## src/rtl/serror_monitor_mc.sv

```systemverilog
// serror_monitor_mc: multi-channel signed error monitor with delay-aligned reference,
// saturating statistics and first-mismatch capture. Optional macro: SERR_MON_MC_DISPLAY_EN.
//
//  state | meaning
//  IDLE  | no compare seen since reset/clear
//  CHECK | valid compares seen, all matched
//  FAIL  | at least one mismatch since reset/clear (sticky until clear)
module serror_monitor_mc #(
  parameter int DATAWIDTH = 32,
  parameter int CHANNELS  = 2,
  parameter int REF_DELAY = 0,
  parameter int CNT_WIDTH = 16,
  localparam int CHW = (CHANNELS > 1) ? $clog2(CHANNELS) : 1,
  localparam int BW  = CHANNELS * DATAWIDTH
) (
  input  logic                 Clk,
  input  logic                 Rst,
  input  logic [BW-1:0]        meas,
  input  logic [BW-1:0]        ref_data,
  input  logic [CHANNELS-1:0]  valid,
  input  logic                 clear,
  output logic [CHANNELS-1:0]  err,
  output logic                 err_any,
  output logic [1:0]           status,
  output logic [CNT_WIDTH-1:0] err_count,
  output logic [CNT_WIDTH-1:0] cmp_count,
  output logic [CHW-1:0]       first_chan,
  output logic [DATAWIDTH-1:0] first_meas,
  output logic [DATAWIDTH-1:0] first_ref,
  output logic [CNT_WIDTH-1:0] first_cycle
);

  localparam int PW = $clog2(CHANNELS + 1);

  typedef enum logic [1:0] {
    ST_IDLE  = 2'd0,
    ST_CHECK = 2'd1,
    ST_FAIL  = 2'd2
  } state_t;

  state_t               state;
  logic [BW-1:0]        ref_al;
  logic [CHANNELS-1:0]  mm;
  logic [PW-1:0]        vld_pop;
  logic [PW-1:0]        mm_pop;
  logic [CHW-1:0]       cap_chan;
  logic [DATAWIDTH-1:0] cap_meas;
  logic [DATAWIDTH-1:0] cap_ref;
  logic [CNT_WIDTH-1:0] cycle_count;
  logic                 captured;

  generate
    if (REF_DELAY == 0) begin : g_nodly
      assign ref_al = ref_data;
    end else begin : g_dly
      logic [BW-1:0] pipe [REF_DELAY];
      always_ff @(posedge Clk or negedge Rst) begin
        if (!Rst) begin
          for (int k = 0; k < REF_DELAY; k++) pipe[k] <= '0;
        end else begin
          pipe[0] <= ref_data;
          for (int k = 1; k < REF_DELAY; k++) pipe[k] <= pipe[k-1];
        end
      end
      assign ref_al = pipe[REF_DELAY-1];
    end
  endgenerate

  // Case inequality so that X/Z on either side reads as a mismatch in simulation.
  always_comb begin
    mm      = '0;
    vld_pop = '0;
    mm_pop  = '0;
    for (int i = 0; i < CHANNELS; i++) begin
      mm[i]   = valid[i] && (meas[i*DATAWIDTH +: DATAWIDTH] !== ref_al[i*DATAWIDTH +: DATAWIDTH]);
      vld_pop = vld_pop + PW'(valid[i]);
      mm_pop  = mm_pop + PW'(mm[i]);
    end
  end

  // Walk downwards so the lowest mismatching channel is the one left selected.
  always_comb begin
    cap_chan = '0;
    cap_meas = '0;
    cap_ref  = '0;
    for (int i = CHANNELS - 1; i >= 0; i--) begin
      if (mm[i]) begin
        cap_chan = CHW'(i);
        cap_meas = meas[i*DATAWIDTH +: DATAWIDTH];
        cap_ref  = ref_al[i*DATAWIDTH +: DATAWIDTH];
      end
    end
  end

  function automatic logic [CNT_WIDTH-1:0] sat_add(input logic [CNT_WIDTH-1:0] a,
                                                   input logic [PW-1:0] b);
    logic [CNT_WIDTH:0] s;
    s = {1'b0, a} + (CNT_WIDTH+1)'(b);
    return s[CNT_WIDTH] ? '1 : s[CNT_WIDTH-1:0];
  endfunction

  always_ff @(posedge Clk or negedge Rst) begin
    if (!Rst) begin
      state       <= ST_IDLE;
      err         <= '0;
      err_any     <= 1'b0;
      err_count   <= '0;
      cmp_count   <= '0;
      first_chan  <= '0;
      first_meas  <= '0;
      first_ref   <= '0;
      first_cycle <= '0;
      captured    <= 1'b0;
      cycle_count <= '0;
    end else begin
      if (cycle_count != '1) cycle_count <= cycle_count + CNT_WIDTH'(1);
      if (clear) begin
        state       <= ST_IDLE;
        err         <= '0;
        err_any     <= 1'b0;
        err_count   <= '0;
        cmp_count   <= '0;
        first_chan  <= '0;
        first_meas  <= '0;
        first_ref   <= '0;
        first_cycle <= '0;
        captured    <= 1'b0;
      end else begin
        err       <= mm;
        err_any   <= |mm;
        cmp_count <= sat_add(cmp_count, vld_pop);
        err_count <= sat_add(err_count, mm_pop);
        if (|mm && !captured) begin
          captured    <= 1'b1;
          first_chan  <= cap_chan;
          first_meas  <= cap_meas;
          first_ref   <= cap_ref;
          first_cycle <= cycle_count;
        end
        case (state)
          ST_IDLE: begin
            if (|mm)         state <= ST_FAIL;
            else if (|valid) state <= ST_CHECK;
          end
          ST_CHECK: if (|mm) state <= ST_FAIL;
          default:           state <= ST_FAIL;
        endcase
      end
    end
  end

  assign status = state;

`ifdef SERR_MON_MC_DISPLAY_EN
  always @(posedge Clk) begin
    if (Rst && !clear) begin
      for (int i = 0; i < CHANNELS; i++)
        if (mm[i])
          $display("%0t serror_monitor_mc: ch %0d meas %0d ref %0d", $time, i,
                   $signed(meas[i*DATAWIDTH +: DATAWIDTH]), $signed(ref_al[i*DATAWIDTH +: DATAWIDTH]));
      if (|mm && state != ST_FAIL)
        $display("%0t serror_monitor_mc: first error ch %0d meas %0d ref %0d cycle %0d", $time,
                 cap_chan, $signed(cap_meas), $signed(cap_ref), cycle_count);
    end
  end
`endif

endmodule

```

## config.mk

```make
export PLATFORM = sky130hd
export DESIGN_NAME = serror_monitor_mc
export DESIGN_NICKNAME = d
export VERILOG_FILES = /design/src/rtl/serror_monitor_mc.sv
export SDC_FILE = /design/constraint.sdc
export NUM_CORES = 1
export LEC_CHECK = 0
export ABC_AREA = 1
export BUFFER_PORTS_ARGS = -buffer_cell sky130_fd_sc_hd__buf_2
export CAP_MARGIN = 20
export CORE_MARGIN = 3
export CORE_UTILIZATION = 56
export CTS_CLUSTER_DIAMETER = 120
export CTS_CLUSTER_SIZE = 10
export DETAILED_ROUTE_END_ITERATION = 8
export GPL_TIMING_DRIVEN = 0
export MAX_ROUTING_LAYER = met4
export PLACE_DENSITY = 0.87
export SLEW_MARGIN = 15
export SYNTH_ARGS = -nofsm -noshare
export SYNTH_HDL_FRONTEND = slang
export SYNTH_SLANG_ARGS = --single-unit
export TNS_END_PERCENT = 10
```

## constraint.sdc

```tcl
create_clock -name Clk -period 3.5 [get_ports Clk]
set_input_delay 0.7 -clock Clk [delete_from_list [all_inputs] [get_ports Clk]]
set_output_delay 0.7 -clock Clk [all_outputs]
set_load 0.005 [all_outputs]
```

Word-level counts from Yosys, hierarchy flattened. Index checks and enable logic that the tools add are counted.

Bits in registers: 135. Bits of input ports: 133. Output and inout port bits: 118. Logic and storage cells: 58.

Add/sub/neg operators: 5. Eq/ne operators: 6. Mux-type cells: 27. Reductions and logical operators: 9.

Operator list (count): $mux 32 (8); $mux 16 (6); $nex 32x32->1 (2); $add 16x2->17 (2); $add 16x1->16 const B (1); $ne 16x16->1 const B (1); $mux 2 (5); $mux 1 (7); $add 1x1->2 (2); $ne 4x4->1 const B (1); $pmux 2 s2 (1); $reduce_or 2->1 (2); $logic_and 1x1->1 (3); $ne 3x3->1 const B (1); $eq 2x1->1 const B (1); $logic_not 2->1 (1); $reduce_and 2->1 (1); $reduce_bool 2->1 (1); $logic_not 1->1 (1).

Depth between registers and ports, before layout.
Depth after elaboration: 6. Gate-level depth with buffers: 21. Depth with buffers taken out: 20.

Least setup slack after synthesis. No wires, ideal clock.

Kind: in2reg. From: input port meas[51]. To: register err_count[14]. Setup time: 0.120 ns. Data arrival time: 2.882 ns. Required time: 3.380 ns. Slack: 0.499 ns. Stages: 19. Cells stage by stage: inv_1 -> nand2_1 -> nand2_1 -> nand2_1 -> nor2_1 -> nand2_1 -> nor2_2 -> a21oi_2 -> buf_1 -> fa_1 -> ha_1 -> nand3_1 -> nor3b_2 -> nand2_1 -> nor2_2 -> nand3_1 -> xnor2_1 -> o21ai_0 -> inv_1.

Longest elaborated chain between the ends: 6.

Ends and longest elaborated chain: start: declaration (line 18) `input logic [BW-1:0] meas,`; $nex 32x32->1 (line 75) `mm[i] = valid[i] && (meas[i*DATAWIDTH +: DATAWIDTH] !== ref_al[i*DATAWIDTH +: DATAWIDTH]);`; $logic_and 1x1->1 (line 75); $add 1x1->2 (line 77) `mm_pop = mm_pop + PW'(mm[i]);`; $add 16x2->17 (line 98) `s = {1'b0, a} + (CNT_WIDTH+1)'(b);`; $mux 16 (line 99) `return s[CNT_WIDTH] ? '1 : s[CNT_WIDTH-1:0];`; $mux 16 (line 117) `if (clear) begin`; end signal: assignment (line 132) `err_count <= sat_add(err_count, mm_pop);`; end: declaration (line 25) `output logic [CNT_WIDTH-1:0] err_count,`.

No other way between the ends. A chain may end at the register's enable or synchronous reset.

Worst setup path in the final report.
From: input port meas[49]. To: register err_count[14].

The elaborated chain is that of the path after synthesis.

==> results.json <==
{
  "status": "finished, final reports clean",
  "avgSynthCellArea_um2": 7.535,
  "rows": 42,
  "rrSetupSlack_ns": 1.15,
  "rsz0062_at_grt": "no",
  "start_util_pct": 58.03,
  "wl_per_cell_um": 16.75,
  "worstPathMaxFanout": 10,
  "cts-root-buf": "clkbuf_16",
  "power_density_nw_per_um2": 423.8,
  "hold_class": "primary input to asynchronous set/reset pin",
  "ios": 251,
  "clock_sinks": 135,
  "cap_violations": 0,
  "grt_max_degree": 83,
  "die_h_um": 124.1,
  "arrival_ns": 3.56,
  "drt_iter0_markers": 684,
  "ys_ff_latch": 135,
  "dpl_cell_area_um2": 9310,
  "fin_crit_sh_pct": 91.44,
  "ir_drop_mv": 0.3532,
  "coreArea_um2": 13450,
  "gr-usage-all-layers_pct": 33.22,
  "clockBufferDepth": 2,
  "ant_nets": 0,
  "mostFrequentLayoutCell": "nand2_1",
  "dieArea_um2": 15390,
  "post_cts_buffers": 0,
  "pre_cts_ws_ns": -0.4005,
  "io_buffers": 249,
  "htreeDepth": 4,
  "async_flop_share_pct": 100.0,
  "synth-edff-count": 0,
  "cp-start-kind": "primary input",
  "stdcell_area_um2": 9917,
  "antenna_found_initial": 1,
  "min_period_ns": 3.200,
  "drive_gt1_share_pct": 25.44,
  "critical_path.endpoint_type": "register",
  "fin_ws_ns": 0.2995,
  "mostFrequentLayoutCells": "383 x nand2_1, 262 x buf_2, 183 x nand3_1",
  "die_w_um": 124.1,
  "setup_violations": 0,
  "crit_type": "primary input to register",
  "skew_ns": 0.01079,
  "first_global_vias": 7485,
  "dp_hpwl_um": 18320,
  "path_clk_slew_ns": 0.06,
  "place_congestion": 0.9409,
  "wirelength_um": 25070,
  "fin_nets": 1442,
  "synthesis.yosys.warnings": 0,
  "postCtsHoldBufs": 0,
  "synthCells": 1036,
  "reg2reg_depth": 12,
  "clk_latency_ns": 0.43,
  "drc": 0,
  "worstSetupEndpoint": "err_count[14]",
  "power_mw": 4.203,
  "numCtsBuffers": 17,
  "fmax_mhz": 312.5,
  "maxSlewViolCount": 0,
  "ys_seq_area_share_pct": 43.28,
  "synth_nets": 1174,
  "r2r-start": "cmp_count[0]",
  "synthesis.area_um2": 7806,
  "synth_ff_type": "dfrtp_1",
  "vias": 8240,
  "crit_start": "meas[49]",
  "leakagePower_nw": 5.737,
  "post-route-util_pct": 73.72,
  "relSlewSlack_pct": 51.13,
  "worstMarginPinSlew_ns": 0.7330,
  "overflow": 0,
  "firstDrtPassIters": 7,
  "grt_pass1_wl_um": 38220,
  "area_delta_synth_final_pct": 27.04,
  "r2r-end": "cmp_count[14]",
  "viasPerCell": 5.508,
  "crit_required_ns": 3.86,
  "synth.distinct_cells": 37,
  "cts_tree": "yes",
  "finalHoldViolCount": 0
}
==> what timing repair did <==
| item | CTS | global route |
|---|---|---|
| pin swaps | 0 | 0 |
| endpoints found under the setup margin | 4 | 8 |
| gates resized for setup | 1 | 3 |
==> synthesized netlist by cell type, types with 4 or more instances <==
library cell | number | area [um2]
a21oi_1 | 21 | 105.1
buf_2 | 15 | 75.07
buf_6 | 18 | 202.7
clkbuf_1 | 13 | 48.80
dfrtp_1 | 135 | 3378
inv_1 | 79 | 296.5
inv_2 | 4 | 15.01
nand2_1 | 383 | 1438
nand3_1 | 183 | 915.9
nand4_1 | 7 | 43.79
nor2_1 | 37 | 138.9
nor3_1 | 10 | 50.05
o21ai_0 | 14 | 70.07
xnor2_1 | 59 | 516.8
xor2_1 | 20 | 175.2
==> cell type report <==
class / instances / area [um2]
antenna: 3 / 7.507
buffer: 49 / 344.1
clock buffer: 19 / 442.9
clock inverter: 13 / 155.1
fill: 1068 / 3536
inverter: 83 / 314.1
multi-input combinational: 768 / 3771
sequential: 135 / 3378
tap: 176 / 220.2
timing repair buffer: 250 / 1284
==> stage by stage <==
step	hold slack [ns]	TNS [ns]	cells
2_1_floorplan	0.4044	0	1036
3_3_place_gp	0.4438	-20.85	1461
3_5_place_dp	0.4498	-4.571	1462
4_1_cts	0.2001	0	1494
5_1_grt	0.2040	0	1494
6_report	0.1678	0	1496
==> worst max-delay path, stage by stage <==
cell and delay, ns:
buf_2 0.11, inv_1 0.04, nand2_1 0.05, nand2_1 0.04, nand2_1 0.09, nor2_1 0.06, nand2_1 0.08, nor2_2 0.06
a21oi_2 0.19, clkbuf_4 0.28, fa_1 0.24, ha_1 0.20, nand3_1 0.16, nor3b_2 0.27, nand2_1 0.14, nor2_2 0.20
nand3_2 0.24, inv_2 0.20, o21ai_0 0.10, inv_1 0.10
==> flip-flops by register name, summed over array words and instances, names as in the netlist, 2 cells and up <==
| signal | cells |
|---|---|
| err | 2 |
| cycle_count | 16 |
| first_ref | 32 |
| first_cycle | 16 |
| cmp_count | 16 |
| first_meas | 32 |
| status | 2 |
| err_count | 16 |
==> layer usage <==
layer	wire length, um	part of all wire, %	track usage (%)	up-vias
li1	-	-	-	3837
met2	12000	48	53.68	485
met1	9849	39	41.15	3838
met3	2340	9.3	6.676	80
met4	876	3.5	13.48	0
met5	0	0	-	-
==> report_power, final <==
group | leakage (nW) | internal, mW | switching [mW]
combinational | 3.63 | 0.276 | 0.412
sequential | 1.82 | 1.64 | 0.0518
clock | 0.289 | 1.13 | 0.694
total | 5.74 | 3.05 | 1.16
==> cells by family after synthesis <==
family	Yosys count	share of synthesized area (%)
AND/OR/NAND/NOR	638	35.04
AO/OA/AOI/OAI	45	3.270
XOR/XNOR	79	8.864
buffers and inverters	133	8.415
flip-flops	135	43.28
adder cells (fa/ha/maj)	5	0.9938
multiplexers	1	0.1442
==> how the worst min path moves through the flow <==
stage	startpoint	to
2_1_floorplan	Rst	captured
3_3_place_gp	status[1]	status[0]
3_5_place_dp	status[1]	status[0]
4_1_cts	Rst	first_meas[7]
5_1_grt	Rst	first_meas[7]
6_report	Rst	first_meas[7]
(Power assumes the default switching activity.)
